## config.mk

```make
export PLATFORM = sky130hd
export DESIGN_NAME = issue_buffer
export DESIGN_NICKNAME = d
export VERILOG_FILES = /design/src/rtl/issue_buffer.sv
export SDC_FILE = /design/constraint.sdc
export NUM_CORES = 2
export LEC_CHECK = 0
export BUFFER_PORTS_ARGS = -buffer_cell sky130_fd_sc_hd__buf_4
export CAP_MARGIN = 40
export CELL_PAD_IN_SITES_DETAIL_PLACEMENT = 2
export CELL_PAD_IN_SITES_GLOBAL_PLACEMENT = 2
export CORE_ASPECT_RATIO = 1.2
export CORE_MARGIN = 10
export CORE_UTILIZATION = 40
export DETAILED_ROUTE_END_ITERATION = 8
export PLACE_DENSITY = 0.8
export SETUP_SLACK_MARGIN = 0.2
export SLEW_MARGIN = 20
export SYNTH_ARGS = -nofsm -noshare
export SYNTH_HDL_FRONTEND = slang
export SYNTH_SLANG_ARGS = --single-unit
export TNS_END_PERCENT = 10
```

## constraint.sdc

```tcl
create_clock -name clk -period 9.3 [get_ports clk]
set_input_delay 1.86 -clock clk [delete_from_list [all_inputs] [get_ports clk]]
set_output_delay 1.86 -clock clk [all_outputs]
set_load 0.05 [all_outputs]
```

## src/rtl/issue_buffer.sv

```systemverilog
// issue_buffer: dual-ported instruction queue between decode and the launch
// stage. It accepts up to two decoded instructions per cycle and presents
// the two oldest entries. It retires entries according to the launch result
// returned in the same cycle. A flush discards every entry.
// Optional build macro: ISSUE_BUF_PERF_EN adds three saturating
// performance counters (perf_dual, perf_single, perf_starve).
module issue_buffer #(
    parameter int DEPTH = 8,
    parameter int PC_W  = 32,
    parameter int DC_W  = 67
) (
    input  logic                     clk,
    input  logic                     rst_n,
    input  logic [1:0]               enq_valid,
    input  logic [PC_W-1:0]          enq1_pc,
    input  logic [PC_W-1:0]          enq1_npc,
    input  logic [DC_W-1:0]          enq1_decodeout,
    input  logic [PC_W-1:0]          enq2_pc,
    input  logic [PC_W-1:0]          enq2_npc,
    input  logic [DC_W-1:0]          enq2_decodeout,
    output logic                     enq_ready,
    input  logic [3:0]               launch_flag,
    input  logic                     flush,
    output logic [PC_W-1:0]          out1_pc,
    output logic [PC_W-1:0]          out1_npc,
    output logic [DC_W-1:0]          out1_decodeout,
    output logic                     receive_flag1,
    output logic [PC_W-1:0]          out2_pc,
    output logic [PC_W-1:0]          out2_npc,
    output logic [DC_W-1:0]          out2_decodeout,
    output logic                     receive_flag2,
    output logic [$clog2(DEPTH):0]   count
`ifdef ISSUE_BUF_PERF_EN
    ,
    output logic [31:0]              perf_dual,
    output logic [31:0]              perf_single,
    output logic [31:0]              perf_starve
`endif
);

    localparam int AW = $clog2(DEPTH);
    localparam int CW = AW + 1;
    localparam int EW = 2 * PC_W + DC_W;

    // Entry layout: {pc, npc, decodeout}
    logic [EW-1:0]   r_mem [DEPTH];
    logic [AW-1:0]   r_rd_ptr;
    logic [AW-1:0]   r_wr_ptr;
    logic [CW-1:0]   r_count;

    logic            w_iss1;
    logic            w_iss2;
    logic [1:0]      w_pop_raw;
    logic [1:0]      w_pop;
    logic [1:0]      w_enq;
    logic [AW-1:0]   w_rd_ptr1;
    logic [AW-1:0]   w_wr_ptr1;
    logic [EW-1:0]   w_head;
    logic [EW-1:0]   w_next;
    logic [EW-1:0]   w_slot1;
    logic [EW-1:0]   w_slot2;

    assign w_rd_ptr1 = r_rd_ptr + AW'(1);
    assign w_wr_ptr1 = r_wr_ptr + AW'(1);

    // Ready looks only at the registered count so launch_flag stays off this path
    assign enq_ready = (r_count <= CW'(DEPTH - 2));

    assign w_iss1 = launch_flag[3] | launch_flag[2];
    assign w_iss2 = launch_flag[1] | launch_flag[0];

    assign w_slot1 = {enq1_pc, enq1_npc, enq1_decodeout};
    assign w_slot2 = {enq2_pc, enq2_npc, enq2_decodeout};

    // Pop and enqueue amounts; head+1 never retires without the head
    always_comb begin
        w_pop_raw = 2'd0;
        if (w_iss1) begin
            w_pop_raw = w_iss2 ? 2'd2 : 2'd1;
        end
        w_pop = w_pop_raw;
        if ({{(CW-2){1'b0}}, w_pop_raw} > r_count) begin
            w_pop = r_count[1:0];
        end
        w_enq = 2'd0;
        if (enq_ready && enq_valid[0]) begin
            w_enq = enq_valid[1] ? 2'd2 : 2'd1;
        end
    end

    // Pointer and occupancy state; flush overrides any same-cycle pop/enqueue
    always_ff @(posedge clk or negedge rst_n) begin
        if (!rst_n) begin
            r_rd_ptr <= '0;
            r_wr_ptr <= '0;
            r_count  <= '0;
        end else if (flush) begin
            r_rd_ptr <= '0;
            r_wr_ptr <= '0;
            r_count  <= '0;
        end else begin
            r_rd_ptr <= r_rd_ptr + AW'(w_pop);
            r_wr_ptr <= r_wr_ptr + AW'(w_enq);
            r_count  <= r_count + CW'(w_enq) - CW'(w_pop);
        end
    end

    // Storage writes; contents need no reset because count gates every read
    always_ff @(posedge clk) begin
        if (rst_n && !flush && (w_enq != 2'd0)) begin
            r_mem[r_wr_ptr] <= w_slot1;
            if (w_enq == 2'd2) begin
                r_mem[w_wr_ptr1] <= w_slot2;
            end
        end
    end

    assign w_head = r_mem[r_rd_ptr];
    assign w_next = r_mem[w_rd_ptr1];

    assign receive_flag1 = (r_count >= CW'(1));
    assign receive_flag2 = (r_count >= CW'(2));
    assign count         = r_count;

    // Read-side fields, forced to zero when the matching entry is absent
    always_comb begin
        out1_pc        = '0;
        out1_npc       = '0;
        out1_decodeout = '0;
        out2_pc        = '0;
        out2_npc       = '0;
        out2_decodeout = '0;
        if (receive_flag1) begin
            out1_pc        = w_head[EW-1 -: PC_W];
            out1_npc       = w_head[DC_W +: PC_W];
            out1_decodeout = w_head[DC_W-1:0];
        end
        if (receive_flag2) begin
            out2_pc        = w_next[EW-1 -: PC_W];
            out2_npc       = w_next[DC_W +: PC_W];
            out2_decodeout = w_next[DC_W-1:0];
        end
    end

`ifdef ISSUE_BUF_PERF_EN
    logic [31:0] r_perf_dual;
    logic [31:0] r_perf_single;
    logic [31:0] r_perf_starve;

    // Saturating utilisation counters; a flush does not clear them
    always_ff @(posedge clk or negedge rst_n) begin
        if (!rst_n) begin
            r_perf_dual   <= '0;
            r_perf_single <= '0;
            r_perf_starve <= '0;
        end else begin
            if ((w_pop == 2'd2) && (r_perf_dual != '1)) begin
                r_perf_dual <= r_perf_dual + 32'd1;
            end
            if ((w_pop == 2'd1) && (r_perf_single != '1)) begin
                r_perf_single <= r_perf_single + 32'd1;
            end
            if ((r_count == '0) && !flush && (r_perf_starve != '1)) begin
                r_perf_starve <= r_perf_starve + 32'd1;
            end
        end
    end

    assign perf_dual   = r_perf_dual;
    assign perf_single = r_perf_single;
    assign perf_starve = r_perf_starve;
`endif

endmodule

```

=== Yosys cells after proc, flatten, opt, wreduce, memory -nomap -nowiden ===
Memories as Yosys holds them, arrays and structs flattened.
Cells that the tools add are included.

* Register bits after elaboration: 10
* RAM bits: 1048
* Bits of input ports: 271
* Memories: 1

{| class="wikitable"
|+ Memories
! name !! words !! bits a word !! read ports !! clocked after Yosys merged registers in !! write ports !! line !! RTL
|-
| r_mem || 8 || 131 || 2 || 0 || 2 || 46 || <nowiki>logic [EW-1:0] r_mem [DEPTH];</nowiki>
|}

* Add/sub/neg operators: 6
* Magnitude comparators: 4
* Equality and inequality tests: 1
* Muxes and demuxes: 19
* Bitwise operators: 2
* Reductions and logical operators: 5

{| class="wikitable"
|+ Operators by type and width
! cell !! number
|-
| 67-bit 2-to-1 mux || 2
|-
| 32-bit 2-to-1 mux || 4
|-
| 2-bit 2-to-1 mux || 5
|-
| 3-bit by 1-bit adder with 3-bit output (second input constant) || 2
|-
| 3-bit by 2-bit adder with 3-bit output || 2
|-
| 3-bit 2-to-1 mux || 2
|-
| 1-bit 2-to-1 mux || 5
|-
| 4-bit by 2-bit adder with 4-bit output || 1
|-
| 4-bit by 1-bit greater-or-equal comparator with 1-bit output (second input constant) || 1
|-
| 4-bit by 2-bit greater-or-equal comparator with 1-bit output (second input constant) || 1
|-
| 2-bit by 4-bit greater-than comparator with 1-bit output || 1
|-
| 4-bit by 3-bit less-or-equal comparator with 1-bit output (second input constant) || 1
|-
| 4-bit 2-to-1 mux || 1
|-
| 4-bit by 2-bit subtractor with 4-bit output || 1
|-
| 1-bit logical AND || 3
|-
| 2-bit == test (second input constant) || 1
|-
| 1-bit bitwise OR || 2
|-
| 2-bit nonzero test || 1
|-
| 1-bit logical NOT || 1
|}

=== Logic depth before layout (Yosys ltp) ===
* Depth in word-level cells: 7
* Depth in mapped cells: 14
* Depth with buffers taken out: 13

=== Worst setup path before layout ===
OpenSTA, ideal clock, no wires.

* Path type: in2reg
* Start: input port enq_valid[0]
* End: memory r_mem[2][0] in the netlist's numbering (enable)
* Arrival: 8.735 ns
* Required time: 8.635 ns
* Slack: -0.100 ns
* Stages: 4
* Cells stage by stage: clkbuf_1 -> o211ai_2 -> buf_2 -> a21oi_1

{| class="wikitable"
|+ RTL lines
! what !! line !! RTL
|-
| from (decl) || 14 || <nowiki>input logic [1:0] enq_valid,</nowiki>
|-
| to (decl) || 46 ||
|}

=== Worst setup path after layout ===
* Start: register r_rd_ptr[1]
* End: output port out2_decodeout[35]

* Word-level cells in the longest chain between the ends: 3

{| class="wikitable"
|+ Ends and longest elaborated chain
! what !! line !! RTL
|-
| from (decl) || 47 || <nowiki>logic [AW-1:0] r_rd_ptr;</nowiki>
|-
| from (signal assigned) || 102 || <nowiki>r_rd_ptr <= r_rd_ptr + AW'(w_pop);</nowiki>
|-
| 3-bit by 1-bit adder with 3-bit output || 63 || <nowiki>assign w_rd_ptr1 = r_rd_ptr + AW'(1);</nowiki>
|-
| memory 8 x 131 bit || n/a ||
|-
| 67-bit 2-to-1 mux || 138 || <nowiki>if (receive_flag2) begin</nowiki>
|-
| to (decl) || 30 || <nowiki>output logic [DC_W-1:0] out2_decodeout,</nowiki>
|}

Every way passes these cells.

==> out/results.tsv <==
metric	value	unit
commonest cells after routing, fill and taps aside	mux2_2, edfxtp_1, mux2i_1	
part of the power in registers	23.2	%
CP arrival	5.12	ns
# setup viols final	0	
worst slew pin tran	1.21	ns
Psw	11.6	mW
clock sinks	1058	
Synth Flop Type	edfxtp_1	
Setup crit start kind	register	
Die Y	452	um
number of H-tree levels	3	
IO Pins	540	
synth warn	0	
crit share post-route	75.1	%
Largest stage delay, worst path	0.96	ns
Synthesized Nets	4737	
most common cell after layout, fill and taps aside	mux2_2	
final net count	5170	
drt drc	0	
Final WS setup	2.32	ns
Avg Inst Size Synth	14.0	um^2
layout cells sized above 1	39.5	%
Seq/Total Area, Yosys	50.9	%
CP Capture Type	primary output	
met2 GRT Util	48.2	%
Vias	44500	
Worst-path clk slew	0.07	ns
Net Sw Frac	48.9	%
Setup TNS	0	ns
Fin. Hold Viols	0	
Max Fclk	0.143	GHz
internal power	12.2	mW
Place WS	3.11	ns
post-DR wirelength/cell	34.1	um
clock skew	0.0260	ns
fill count	14800	
1st-iter DRT viols	3392	
global placement routability congestion	0.782	
slew margin rel.	19.3	%
CP max FO	49	
Global Route Usage Sum	27.0	%
postcts setup bufs	0	
Die ar.	172000	um^2
Final ANT Viol Nets	0	
Post-Syn Instances	4449	
Buf+Inv Stages, Crit Path	3	
Synth Register Bits	1058	
vias in the first global route	50600	
Mapped Area	62300	um^2
DIE WIDTH	380	um
cell repeated most along the worst path	buf_4	
GR peak layer	met2	
cts repair resizes	0	
hold_buf cts	0	
critical path class	reg -> out	
grt met1 use	30.9	%
Static Leak	24.8	nW
distinct cell type count after synthesis	43	
Worst EP required	7.44	ns
Post-synth EDFFs	1048	
DRT Wirelength	241	mm
# rows	158	
CP max stage cell	dfrtp_4	
asr flop ratio synth	0.945	%
Clk Tree Root Cell	clkbuf_16	
1st-pass router iterations	5	
Final Util	47.0	%
Via density	6.28	
fin. max-slew vios	0	
pin count of the biggest net entering global routing	153	
CTS tree	yes	
maxcap violations	0	
area grow syn2layout	16.7	%
Top delay family on crit path	buffers and inverters	
GRT overflow	0	
Port Buffer Count	539	
dpl hpwl	148	mm
status	completed	
HP Class	reg -> reg	
worst skew pair latency	0.78	ns
Initial Util	40.3	%
area occupied by registers	31700	um^2
Final min period	6.98	ns
Core Area	155000	um^2
total CTS buffers	117	
Power Density	327	nW/um^2
combinational share of power	57.4	%
Worst VDD drop	0.000347	V
Clk pwr share	19.4	%
CP cell instances	ha_4 > buf_4 > buf_4 > mux2i_1 > a2111oi_0 > buf_4	
first-pass GRT wire length	350	mm
multi-input logic area	28600	um^2
clock buffer depth	3	
M3 GR Usage	5.06	%
RSZ-0062 raised after global routing	false	
initial antenna violation count	30	
tightest hold or removal path: stages, from the launching register on:
cell and delay (ns):
dfrtp_1 0.47, xnor2_1 0.15, nor2_1 0.04
final timing paths:
kind / start / endpoint / slack [ns] / depth (start not counted)
worst min register to register: r_wr_ptr[2] / r_wr_ptr[2] / 0.69 / 2
min in group asynchronous: rst_n / count[1] / 0.92 / 1
max in group asynchronous: rst_n / r_rd_ptr[1] / 8.18 / 1
worst max register to register: count[3] / r_mem[1][70] / 5.40 / 9
worst max-delay path: r_rd_ptr[1] / out2_decodeout[35] / 2.32 / 6
worst min-delay path: r_wr_ptr[2] / r_wr_ptr[2] / 0.69 / 2
final cells by class:
class | instances | share of cell area, %
tap | 2080 | 3.58
clock inverter | 67 | 0.692
clock buffer | 148 | 4.30
antenna | 21 | 0.0723
multi-input combinational | 2985 | 39.4
timing repair buffer | 711 | 8.29
sequential | 1058 | 43.6
inverter | 9 | 0.0465
flip-flops by register name, indices dropped and copies added (netlist names):
signal	cells
r_rd_ptr	3
r_wr_ptr	3
count	4
r_mem	1048
kinds of logic after synthesis:
group	Yosys count	share of synthesized area, %
multiplexers	1966	34.2
flip-flops	1058	50.9
XOR/XNOR	8	0.112
AO/OA/AOI/OAI	673	8.35
buffers and inverters	406	3.40
adder cells (fa/ha/maj)	17	0.390
AND/OR/NAND/NOR	321	2.61
power groups by stage:
stage	clock, mW	sequential, mW	combinational [mW]
after CTS	4.66	5.52	13.7
after detailed placement	0	5.62	13.6
after floorplan	0	5.59	8.78
after global routing	4.84	5.53	14.2
final	4.60	5.52	13.7
after global placement	0	5.60	13.1
metrics by stage:
| step | area (um^2) | cells | total power [mW] | hold WS [ns] |
|---|---|---|---|---|
| 6_report | 72700 | 7079 | 23.8 | 0.685 |
| 4_1_cts | 72600 | 7052 | 23.8 | 0.677 |
| 3_3_place_gp | 67900 | 6779 | 18.7 | 0.636 |
| 5_1_grt | 72700 | 7073 | 24.6 | 0.708 |
| 3_5_place_dp | 68900 | 6837 | 19.2 | 0.665 |
| 2_1_floorplan | 62300 | 4449 | 14.4 | 0.596 |
routing by layer:
metal	share of wire, %	wire length (um)	vias to the layer above
met5	0.079	191	-
li1	-	-	18800
met4	3.8	9140	28
met2	52	125000	1586
met3	5.6	13500	490
met1	39	93600	23500
cell usage after synthesis, types with 131 or more instances:
cell type | instances | area [um^2]
a211oi_1 | 131 | 983
o22ai_1 | 131 | 820
edfxtp_1 | 1048 | 31500
mux2_1 | 214 | 2410
a22oi_1 | 133 | 998
nor2b_1 | 140 | 876
a221oi_1 | 131 | 1150
buf_2 | 185 | 926
mux2i_1 | 656 | 6570
nand2_1 | 137 | 514
a2111oi_0 | 131 | 1150
mux2_2 | 1096 | 12300
Power figures use the tool's default switching activity.
